`config.mk`:
```
export PLATFORM = sky130hd
export DESIGN_NAME = cpuy_fetch
export DESIGN_NICKNAME = d
export VERILOG_FILES = /design/src/rtl/cpuy_fetch.sv
export SDC_FILE = /design/constraint.sdc
export NUM_CORES = 1
export LEC_CHECK = 0
export ABC_AREA = 1
export CORE_MARGIN = 2
export CORE_UTILIZATION = 35
export DETAILED_ROUTE_END_ITERATION = 16
export GPL_TIMING_DRIVEN = 0
export PLACE_DENSITY = 0.69
export REMOVE_ABC_BUFFERS = 1
export SYNTH_ARGS = -nofsm -noshare
export SYNTH_HDL_FRONTEND = slang
export SYNTH_SLANG_ARGS = --single-unit
```
`constraint.sdc`:
```
create_clock -name clk -period 1.7 [get_ports clk]
set_clock_uncertainty 0.1 [all_clocks]
set_input_delay 0.17 -clock clk [delete_from_list [all_inputs] [get_ports clk]]
set_output_delay 0.17 -clock clk [all_outputs]
set_load 0.01 [all_outputs]
```
`src/rtl/cpuy_fetch.sv`:
```
`default_nettype none
// ============================================================================
// Module   : cpuy_fetch
// Purpose  : Instruction fetch and sequencing unit for the cpuy core. Reads
//            opcode/operand bytes from program memory over a req/ack port,
//            issues each instruction to the decoder/execution unit, and
//            applies taken jumps reported by the decoder.
// Ports    : clk, rst             - clock, synchronous active-high reset
//            halt                 - blocks the start of a new opcode fetch
//            mem_addr/mem_rd_req  - program memory read address / request
//            mem_rd_ack/_data     - read completion and data
//            opcode/operand       - current instruction bytes
//            opcode_valid         - instruction is being issued
//            exec_ready           - execution unit done with instruction
//            jump_operation/_cond - decoder jump indication
//            pc                   - address of next byte to fetch
// Revision : 1.0 - initial release
// ============================================================================
module cpuy_fetch #(
   parameter int                  PC_WIDTH = 8,
   parameter logic [PC_WIDTH-1:0] RESET_PC = '0
) (
   input  logic                clk,
   input  logic                rst,
   input  logic                halt,
   output logic [PC_WIDTH-1:0] mem_addr,
   output logic                mem_rd_req,
   input  logic                mem_rd_ack,
   input  logic [7:0]          mem_rd_data,
   output logic [7:0]          opcode,
   output logic [7:0]          operand,
   output logic                opcode_valid,
   input  logic                exec_ready,
   input  logic                jump_operation,
   input  logic                jump_condition,
   output logic [PC_WIDTH-1:0] pc
);

   localparam logic [1:0] c_st_fetch_op  = 2'd0;
   localparam logic [1:0] c_st_fetch_arg = 2'd1;
   localparam logic [1:0] c_st_issue     = 2'd2;

   localparam logic [PC_WIDTH-1:0] c_pc_one = {{(PC_WIDTH-1){1'b0}}, 1'b1};

   logic [1:0]          r_state;
   logic [1:0]          w_state_next;
   logic [PC_WIDTH-1:0] r_pc;
   logic [7:0]          r_opcode;
   logic [7:0]          r_operand;
   // Set once an opcode request has been raised and not yet acknowledged;
   // from then on halt can no longer withdraw the request.
   logic                r_op_pending;
   logic                w_req_raw;
   logic                w_valid;
   logic                w_fire;
   logic [PC_WIDTH-1:0] w_jump_target;

   // Jump target is the operand byte, truncated or zero-extended to PC width.
   generate
      if (PC_WIDTH <= 8) begin : g_target_narrow
         assign w_jump_target = r_operand[PC_WIDTH-1:0];
      end else begin : g_target_wide
         assign w_jump_target = {{(PC_WIDTH-8){1'b0}}, r_operand};
      end
   endgenerate

   // Reset masks the request so an ack arriving in a reset cycle never fires.
   assign mem_rd_req   = w_req_raw & ~rst;
   assign w_fire       = mem_rd_req & mem_rd_ack;
   assign mem_addr     = r_pc;
   assign pc           = r_pc;
   assign opcode       = r_opcode;
   assign operand      = r_operand;
   assign opcode_valid = w_valid;

   // State register
   always_ff @(posedge clk) begin
      if (rst) begin
         r_state <= c_st_fetch_op;
      end else begin
         r_state <= w_state_next;
      end
   end

   // Next-state logic
   always_comb begin
      w_state_next = r_state;
      case (r_state)
         c_st_fetch_op: begin
            if (w_fire) begin
               w_state_next = mem_rd_data[7] ? c_st_fetch_arg : c_st_issue;
            end
         end
         c_st_fetch_arg: begin
            if (w_fire) begin
               w_state_next = c_st_issue;
            end
         end
         c_st_issue: begin
            if (exec_ready) begin
               w_state_next = c_st_fetch_op;
            end
         end
         default: w_state_next = c_st_fetch_op;
      endcase
   end

   // Output decode
   always_comb begin
      w_req_raw = 1'b0;
      w_valid   = 1'b0;
      case (r_state)
         c_st_fetch_op:  w_req_raw = ~halt | r_op_pending;
         c_st_fetch_arg: w_req_raw = 1'b1;
         c_st_issue:     w_valid   = 1'b1;
         default: begin
            w_req_raw = 1'b0;
            w_valid   = 1'b0;
         end
      endcase
   end

   // Datapath: program counter and instruction bytes
   always_ff @(posedge clk) begin
      if (rst) begin
         r_pc         <= RESET_PC;
         r_opcode     <= 8'h00;
         r_operand    <= 8'h00;
         r_op_pending <= 1'b0;
      end else begin
         r_op_pending <= 1'b0;
         case (r_state)
            c_st_fetch_op: begin
               r_op_pending <= mem_rd_req & ~mem_rd_ack;
               if (w_fire) begin
                  r_opcode  <= mem_rd_data;
                  r_operand <= 8'h00;
                  r_pc      <= r_pc + c_pc_one;
               end
            end
            c_st_fetch_arg: begin
               if (w_fire) begin
                  r_operand <= mem_rd_data;
                  r_pc      <= r_pc + c_pc_one;
               end
            end
            c_st_issue: begin
               if (exec_ready && jump_operation && jump_condition) begin
                  r_pc <= w_jump_target;
               end
            end
            default: r_op_pending <= 1'b0;
         endcase
      end
   end

endmodule
`default_nettype wire

```
==> results of run 1 <==
layout by cell type, fill, tap and decap left out:
cell              n
ha_1              1
nand3_1           7
nor2_2            1
dfxtp_4           1
clkinvlp_4        2
inv_2             1
nand2_1          40
clkbuf_4          3
nor2_1           31
o21ai_0          18
dfxtp_1          22
nand4_1           1
dlygate4sd2_1     3
nor4_1            1
nor2_4            3
o21a_1            1
buf_4             5
xor2_1            1
nand3b_1          2
inv_1            10
nand3_4           1
o21bai_1          1
dfxtp_2           4
clkdlybuf4s50_1  45
nand2_4           1
nand3_2           1
a21oi_1          18
path summary, 6_finish.rpt:
check,startpoint,endpoint,slack [ns],cells after the start
hold / removal,mem_rd_data[1],operand[1],0.31,3
setup / recovery,mem_addr[5],mem_addr[5],0.08,1
hold reg to reg,r_state[1],r_op_pending,0.36,1
setup reg to reg,r_state[0],mem_addr[3],0.12,8
power breakdown:
group	switching [mW]	internal, mW	total, mW	leakage, nW
registers	0.0204	0.657	0.677	0.222
clock network	0.197	0.0899	0.287	0.0139
logic	0.101	0.111	0.212	0.459
flip-flops by register name, indices dropped and copies added, names as in the netlist:
signal,flops
opcode,8
operand,8
r_op_pending,1
mem_addr,8
r_state,2
logic make-up after synthesis:
logic type / synth area share [%]
AO/OA/AOI/OAI: 15.31
XOR/XNOR: 0.6871
adder cells (fa/ha/maj): 0.9812
buffers and inverters: 9.617
flip-flops: 42.39
AND/OR/NAND/NOR: 31.01
layout make-up:
class / count / area, um^2
well taps: 46 / 57.56
repair buffers: 53 / 514.2
flip-flops and latches: 27 / 549.3
clock inverters: 1 / 7.507
clock buffers: 3 / 22.52
multi-input cells: 129 / 624.3
fillers: 344 / 1592
inverters: 12 / 48.80
what timing repair did:
| item | CTS | global route |
|---|---|---|
| endpoints found under the hold margin | 0 | 0 |
| resized for setup | 7 | 6 |
| pin swaps | 2 | 2 |
| gates cloned | 0 | 0 |
| setup buffers | 3 | 2 |
| endpoints found under the setup margin | 21 | 11 |
per-layer routing:
| metal | up-vias | track usage (%) |
|---|---|---|
| met5 | - | 0 |
| met4 | 0 | 4.787 |
| met3 | 2 | 2.993 |
| met2 | 32 | 25.39 |
| met1 | 552 | 19.48 |
| li1 | 660 | - |
stage by stage:
stage / cell area (um^2) / power (mW) / TNS (ns)
2_1_floorplan: 1197 / 0.7739 / 0
3_3_place_gp: 1735 / 0.8910 / -10.78
3_5_place_dp: 1735 / 0.8926 / -11.80
4_1_cts: 1795 / 1.189 / 0
5_1_grt: 1824 / 1.235 / 0
6_report: 1824 / 1.176 / 0
==> flow_metrics.py, run 1 <==
metrics = {
    "finish": {
        "layout.nets": 242,
        "syn2layout_area_growth_pct": 43.08,
        "drive_above_1_share_pct": 10.22,
        "insertedDiodeCount": 0,
        "final_cells": 271,
        "finalCoreUtilization_pct": 53.41,
    },
    "placed_design": {
        "port_buffers": 48,
        "gp_congestion": 0.7882,
        "dpl.cell_count": 262,
        "pre_cts_slack_ns": -0.5454,
        "hpwl_um": 2221,
    },
    "sta": {
        "fmaxAchievable_mhz": 616.7,
        "timing_max_transition_violations_final": 0,
        "layout_worst_path_cycle_share_pct": 95.38,
        "timing.final.setup_violations": 0,
        "max_slew_margin_pct": 63.18,
        "post-route-min-period_ns": 1.621,
        "final-hold-violation-count": 0,
        "max_slew.worst_pin.slew_ns": 0.5523,
        "fin_hold_ws_ns": 0.3147,
        "setup_repair_after_global_routing_missed_its_margin": "false",
        "fin_ws_ns": 0.07859,
    },
    "clock_tree": {
        "clkTransAtPathRegs_ns": 0.15,
        "cts_max_path_buffers": 2,
        "numClockSinks": 27,
        "clock_tree.root_cell": "clkbuf_4",
        "tritoncts.num_buffers": 3,
        "clk-insertion-delay-late_ns": 0.32,
        "htree_levels": 1,
        "cts_hold_buffers": 0,
        "tritoncts_clock_tree": "built",
    },
    "grt": {
        "initial_antenna_violation_count": 0,
        "grt_first_pass_wirelength_um": 5092,
        "grt_max_degree": 17,
        "global_route.usage.total_pct": 15.14,
        "first_global_vias": 1130,
        "overflow": 0,
    },
    "worst_setup_path": {
        "crit_required_ns": 1.43,
        "crit_path_max_incr_delay_ns": 0.58,
        "critical_path.cell_chain": "clkdlybuf4s50_1",
        "startpoint_type": "flip-flop",
        "critical_path_class": "reg -> out",
        "path_max_fanout": 6,
        "worst_setup_path_end_kind": "primary output",
        "worst_path_dominant_cell_family": "buffers and inverters",
        "worst-path-buf-inv": 1,
        "timing.critical_path.slowest_stage_cell": "clkdlybuf4s50_1",
        "worst-endpoint-arrival_ns": 1.35,
    },
    "logic_synthesis": {
        "ys_seq_elements": 27,
        "synth.largest_area_cell": "dfxtp_1",
        "synth.area.top_cells": "dfxtp_1 42%, nand2_1 12%, nor2_1 9.4%",
        "synth_sequential_area_ratio_pct": 42.39,
        "synth.lib_cells_used.distinct": 23,
        "synth_common_cells": "40 x nand2_1, 32 x nor2_1, 27 x dfxtp_1, 18 x a21oi_1, 18 x o21ai_0",
        "synthMostInstantiatedCell": "nand2_1",
        "synth_enable_flop_cells": 0,
        "synth_area_per_cell_um2": 7.083,
        "synth_async_sr_flop_share_pct": 0,
        "postSynthCellCount": 180,
        "syn-cell-area_um2": 1275,
        "yosysTopAreaCellShare_pct": 42.39,
        "dominantRegCellSynth": "dfxtp_1",
        "yosysWarningCount": 0,
    },
    "die": {
        "dieWidth_um": 64.36,
        "ioPinCount": 49,
        "initial_utilization_pct": 37.33,
        "design.die.area_um2": 4142,
        "row_count": 21,
        "die-height_um": 64.36,
        "core-area_um2": 3416,
    },
    "detailed_routing": {
        "route.final.wire_length_um": 3107,
        "detailedRoute.firstPassIterationCount": 4,
        "detail_route.wl_per_cell_um": 11.46,
        "drt-initial-drc-count": 36,
        "final_antenna_net_count": 0,
        "routed_via_density": 4.598,
        "highest_layer": "met4",
        "via_count": 1246,
        "wl_met1_um": 1472,
        "met3_length_um": 176,
        "post-route-drc-count": 0,
        "met2_length_um": 1442,
    },
    "flow_run": {
        "drv.max_cap_violation_count": 0,
    },
    "status": {
        "status": "finished, final reports clean",
    },
    "pwr": {
        "vdd_ir_drop_max_v": 0.0004993,
        "leakagePower_nw": 0.6949,
        "power_per_cell_area_nw_per_um2": 644.5,
    },
    "worst_hold_path": {
        "hp-class": "in -> reg",
    },
}
Power figures use the tool's default switching activity.
==> run 2, diff against run 1 <==
CORE_UTILIZATION = 43   (was 35)
PLACE_DENSITY = 0.82   (was 0.69)
==> run 2 against run 1 <==
Net effect: count of clock-buffer cells in the layout grew 1; worst setup slack better by 0.019 ns; sequential power about the same.
==> flow_metrics.py, run 2 (synthesis results as in run 1) <==
metrics = {
    "die": {
        "die-height_um": 58.45,
        "design.die.area_um2": 3416,
        "row_count": 19,
        "initial_utilization_pct": 45.84,
        "ioPinCount": 49,
        "dieWidth_um": 58.45,
        "core-area_um2": 2781,
    },
    "finish": {
        "final_cells": 256,
        "ff_latch_area_um2": 549.3,
        "layout.cells.most_common": "clkdlybuf4s50_1",
        "syn2layout_area_growth_pct": 41.02,
        "n_fill_cell": 235,
        "mostFrequentLayoutCells": "45 x clkdlybuf4s50_1, 40 x nand2_1, 31 x nor2_1",
        "layout.nets": 242,
        "stdcell_area_um2": 1798,
        "drive_above_1_share_pct": 9.333,
        "insertedDiodeCount": 0,
        "multi_input_area_um2": 624.3,
        "finalCoreUtilization_pct": 64.64,
    },
    "sta": {
        "post-route-min-period_ns": 1.602,
        "fin_ws_ns": 0.09784,
        "fin_hold_ws_ns": 0.3265,
        "final.setup.tns_ns": 0,
        "setup_repair_after_global_routing_missed_its_margin": "true",
        "max_slew_margin_pct": 65.23,
        "fmaxAchievable_mhz": 624.2,
        "final-hold-violation-count": 0,
        "timing_max_transition_violations_final": 0,
        "layout_worst_path_cycle_share_pct": 94.24,
        "max_slew.worst_pin.slew_ns": 0.5216,
        "timing.final.setup_violations": 0,
    },
    "worst_setup_path": {
        "worst-path-buf-inv": 3,
        "path_max_fanout": 3,
        "rrSetupSlack_ns": 0.12,
        "critical_path_class": "reg -> out",
        "crit_path_max_incr_delay_ns": 0.37,
        "worst_path_dominant_cell_family": "buffers and inverters",
        "critical_path.cell_chain": "inv_2, nand3_2, nand2_1, inv_1, dlygate4sd2_1",
        "timing.critical_path.slowest_stage_cell": "dfxtp_4",
        "crit-reg2reg-capture": "mem_addr[2]",
        "worst-endpoint-arrival_ns": 1.33,
        "startpoint_type": "flip-flop",
        "worst_setup_path_end_kind": "primary output",
        "crit_required_ns": 1.43,
        "r2r_cells": 8,
        "r2r_start": "r_state[0]",
    },
    "grt": {
        "grt_first_pass_wirelength_um": 4795,
        "initial_antenna_violation_count": 0,
        "first_global_vias": 1118,
        "overflow": 0,
        "global_route.usage.total_pct": 17.66,
        "grt_max_degree": 16,
    },
    "placed_design": {
        "dpl.cell_count": 247,
        "placed_area_um2": 1717,
        "gp_congestion": 0.7474,
        "hpwl_um": 2089,
        "port_buffers": 48,
        "pre_cts_slack_ns": -0.4762,
    },
    "pwr": {
        "relative_contribution_of_the_clock_network_to_total_power_pct": 23.7,
        "leakagePower_nw": 0.6965,
        "sw_share_pct": 26.22,
        "power.share.combinational_pct": 18.2,
        "power_per_cell_area_nw_per_um2": 647.3,
        "power.share.sequential_pct": 58.2,
        "cell_internal_pwr_mw": 0.8586,
        "power.switching_mw": 0.3052,
        "vdd_ir_drop_max_v": 0.0005112,
        "finalPower_mw": 1.164,
    },
    "detailed_routing": {
        "final_antenna_net_count": 0,
        "routed_via_density": 4.984,
        "detail_route.wl_per_cell_um": 11.43,
        "route.final.wire_length_um": 2926,
        "detailedRoute.firstPassIterationCount": 4,
        "post-route-drc-count": 0,
        "via_count": 1276,
        "drt-initial-drc-count": 42,
    },
    "worst_hold_path": {
        "timing.hold.worst.start": "mem_rd_data[4]",
        "holdPathEnd": "operand[4]",
        "hp-class": "in -> reg",
        "whs_path_depth": 3,
    },
    "clock_tree": {
        "tritoncts.num_buffers": 3,
        "htree_levels": 1,
        "numClockSinks": 27,
        "tritoncts_clock_tree": "built",
        "cts_max_path_buffers": 2,
        "clk-insertion-delay-late_ns": 0.32,
        "clkTransAtPathRegs_ns": 0.14,
        "clock_tree.root_cell": "clkbuf_4",
    },
    "flow_run": {
        "drv.max_cap_violation_count": 0,
    },
    "status": {
        "status": "finished, final reports clean",
    },
}
run 2: changes by cell type in the layout (fill, tap and decap cells not counted):
cell        before  now
clkbuf_1         0    1
clkinvlp_4       2    0
inv_1           10   11
run 2: tightest hold or removal path, delay by kind of cell:
kind | cells | cell delay, ns
AND/OR/NAND/NOR | 1 | 0.07
buffers and inverters | 1 | 0.42
AO/OA/AOI/OAI | 1 | 0.05
run 2: how the worst max path moves through the flow:
stage	depth (start not counted)	slack, ns	startpoint	to
6_report	5	0.1	r_state[0]	mem_rd_req
2_1_floorplan	6	0.24	r_state[0]	mem_addr[2]
5_1_grt	7	-0.03	r_state[0]	mem_addr[5]
3_3_place_gp	7	-0.46	rst	opcode[7]
3_5_place_dp	7	-0.48	rst	opcode[0]
4_1_cts	1	0.05	mem_addr[2]	mem_addr[2]
run 2: area by class of cell:
cell class              count  share of cell area, %
well taps                  31                  2.157
repair buffers             53                  28.60
inverters                  12                  2.505
flip-flops and latches     27                  30.55
multi-input cells         129                  34.73
clock buffers               4                  1.461
run 2: per-layer routing:
| metal | up-vias | global-route usage, % | part of all wire, % |
|---|---|---|---|
| met5 | - | 0 | 0 |
| met4 | 0 | 3.987 | 0.34 |
| met3 | 2 | 4.835 | 6.1 |
| met2 | 34 | 30.02 | 47 |
| met1 | 574 | 22.24 | 46 |
| li1 | 666 | - | - |
run 2: power groups by stage:
| stage | Combinational [mW] | Clock, mW | Sequential (mW) |
|---|---|---|---|
| 3_3_place_gp | 0.197 | 0 | 0.691 |
| 6_report | 0.211 | 0.276 | 0.677 |
| 2_1_floorplan | 0.0724 | 0 | 0.702 |
| 3_5_place_dp | 0.200 | 0 | 0.691 |
| 4_1_cts | 0.205 | 0.282 | 0.676 |
| 5_1_grt | 0.231 | 0.312 | 0.681 |
run 2: timing repair:
item,4_1_cts,5_1_grt
hold buffers,0,0
gates resized for setup,7,5
setup buffers,3,2
endpoints found under the setup margin,15,15
pin swaps,2,1
==> run 3, diff against run 2 <==
GPL_ROUTABILITY_DRIVEN = 0   (was not set)
==> results of run 3 <==
No change in the layout: final DEF, timing and power equal those of run 2.
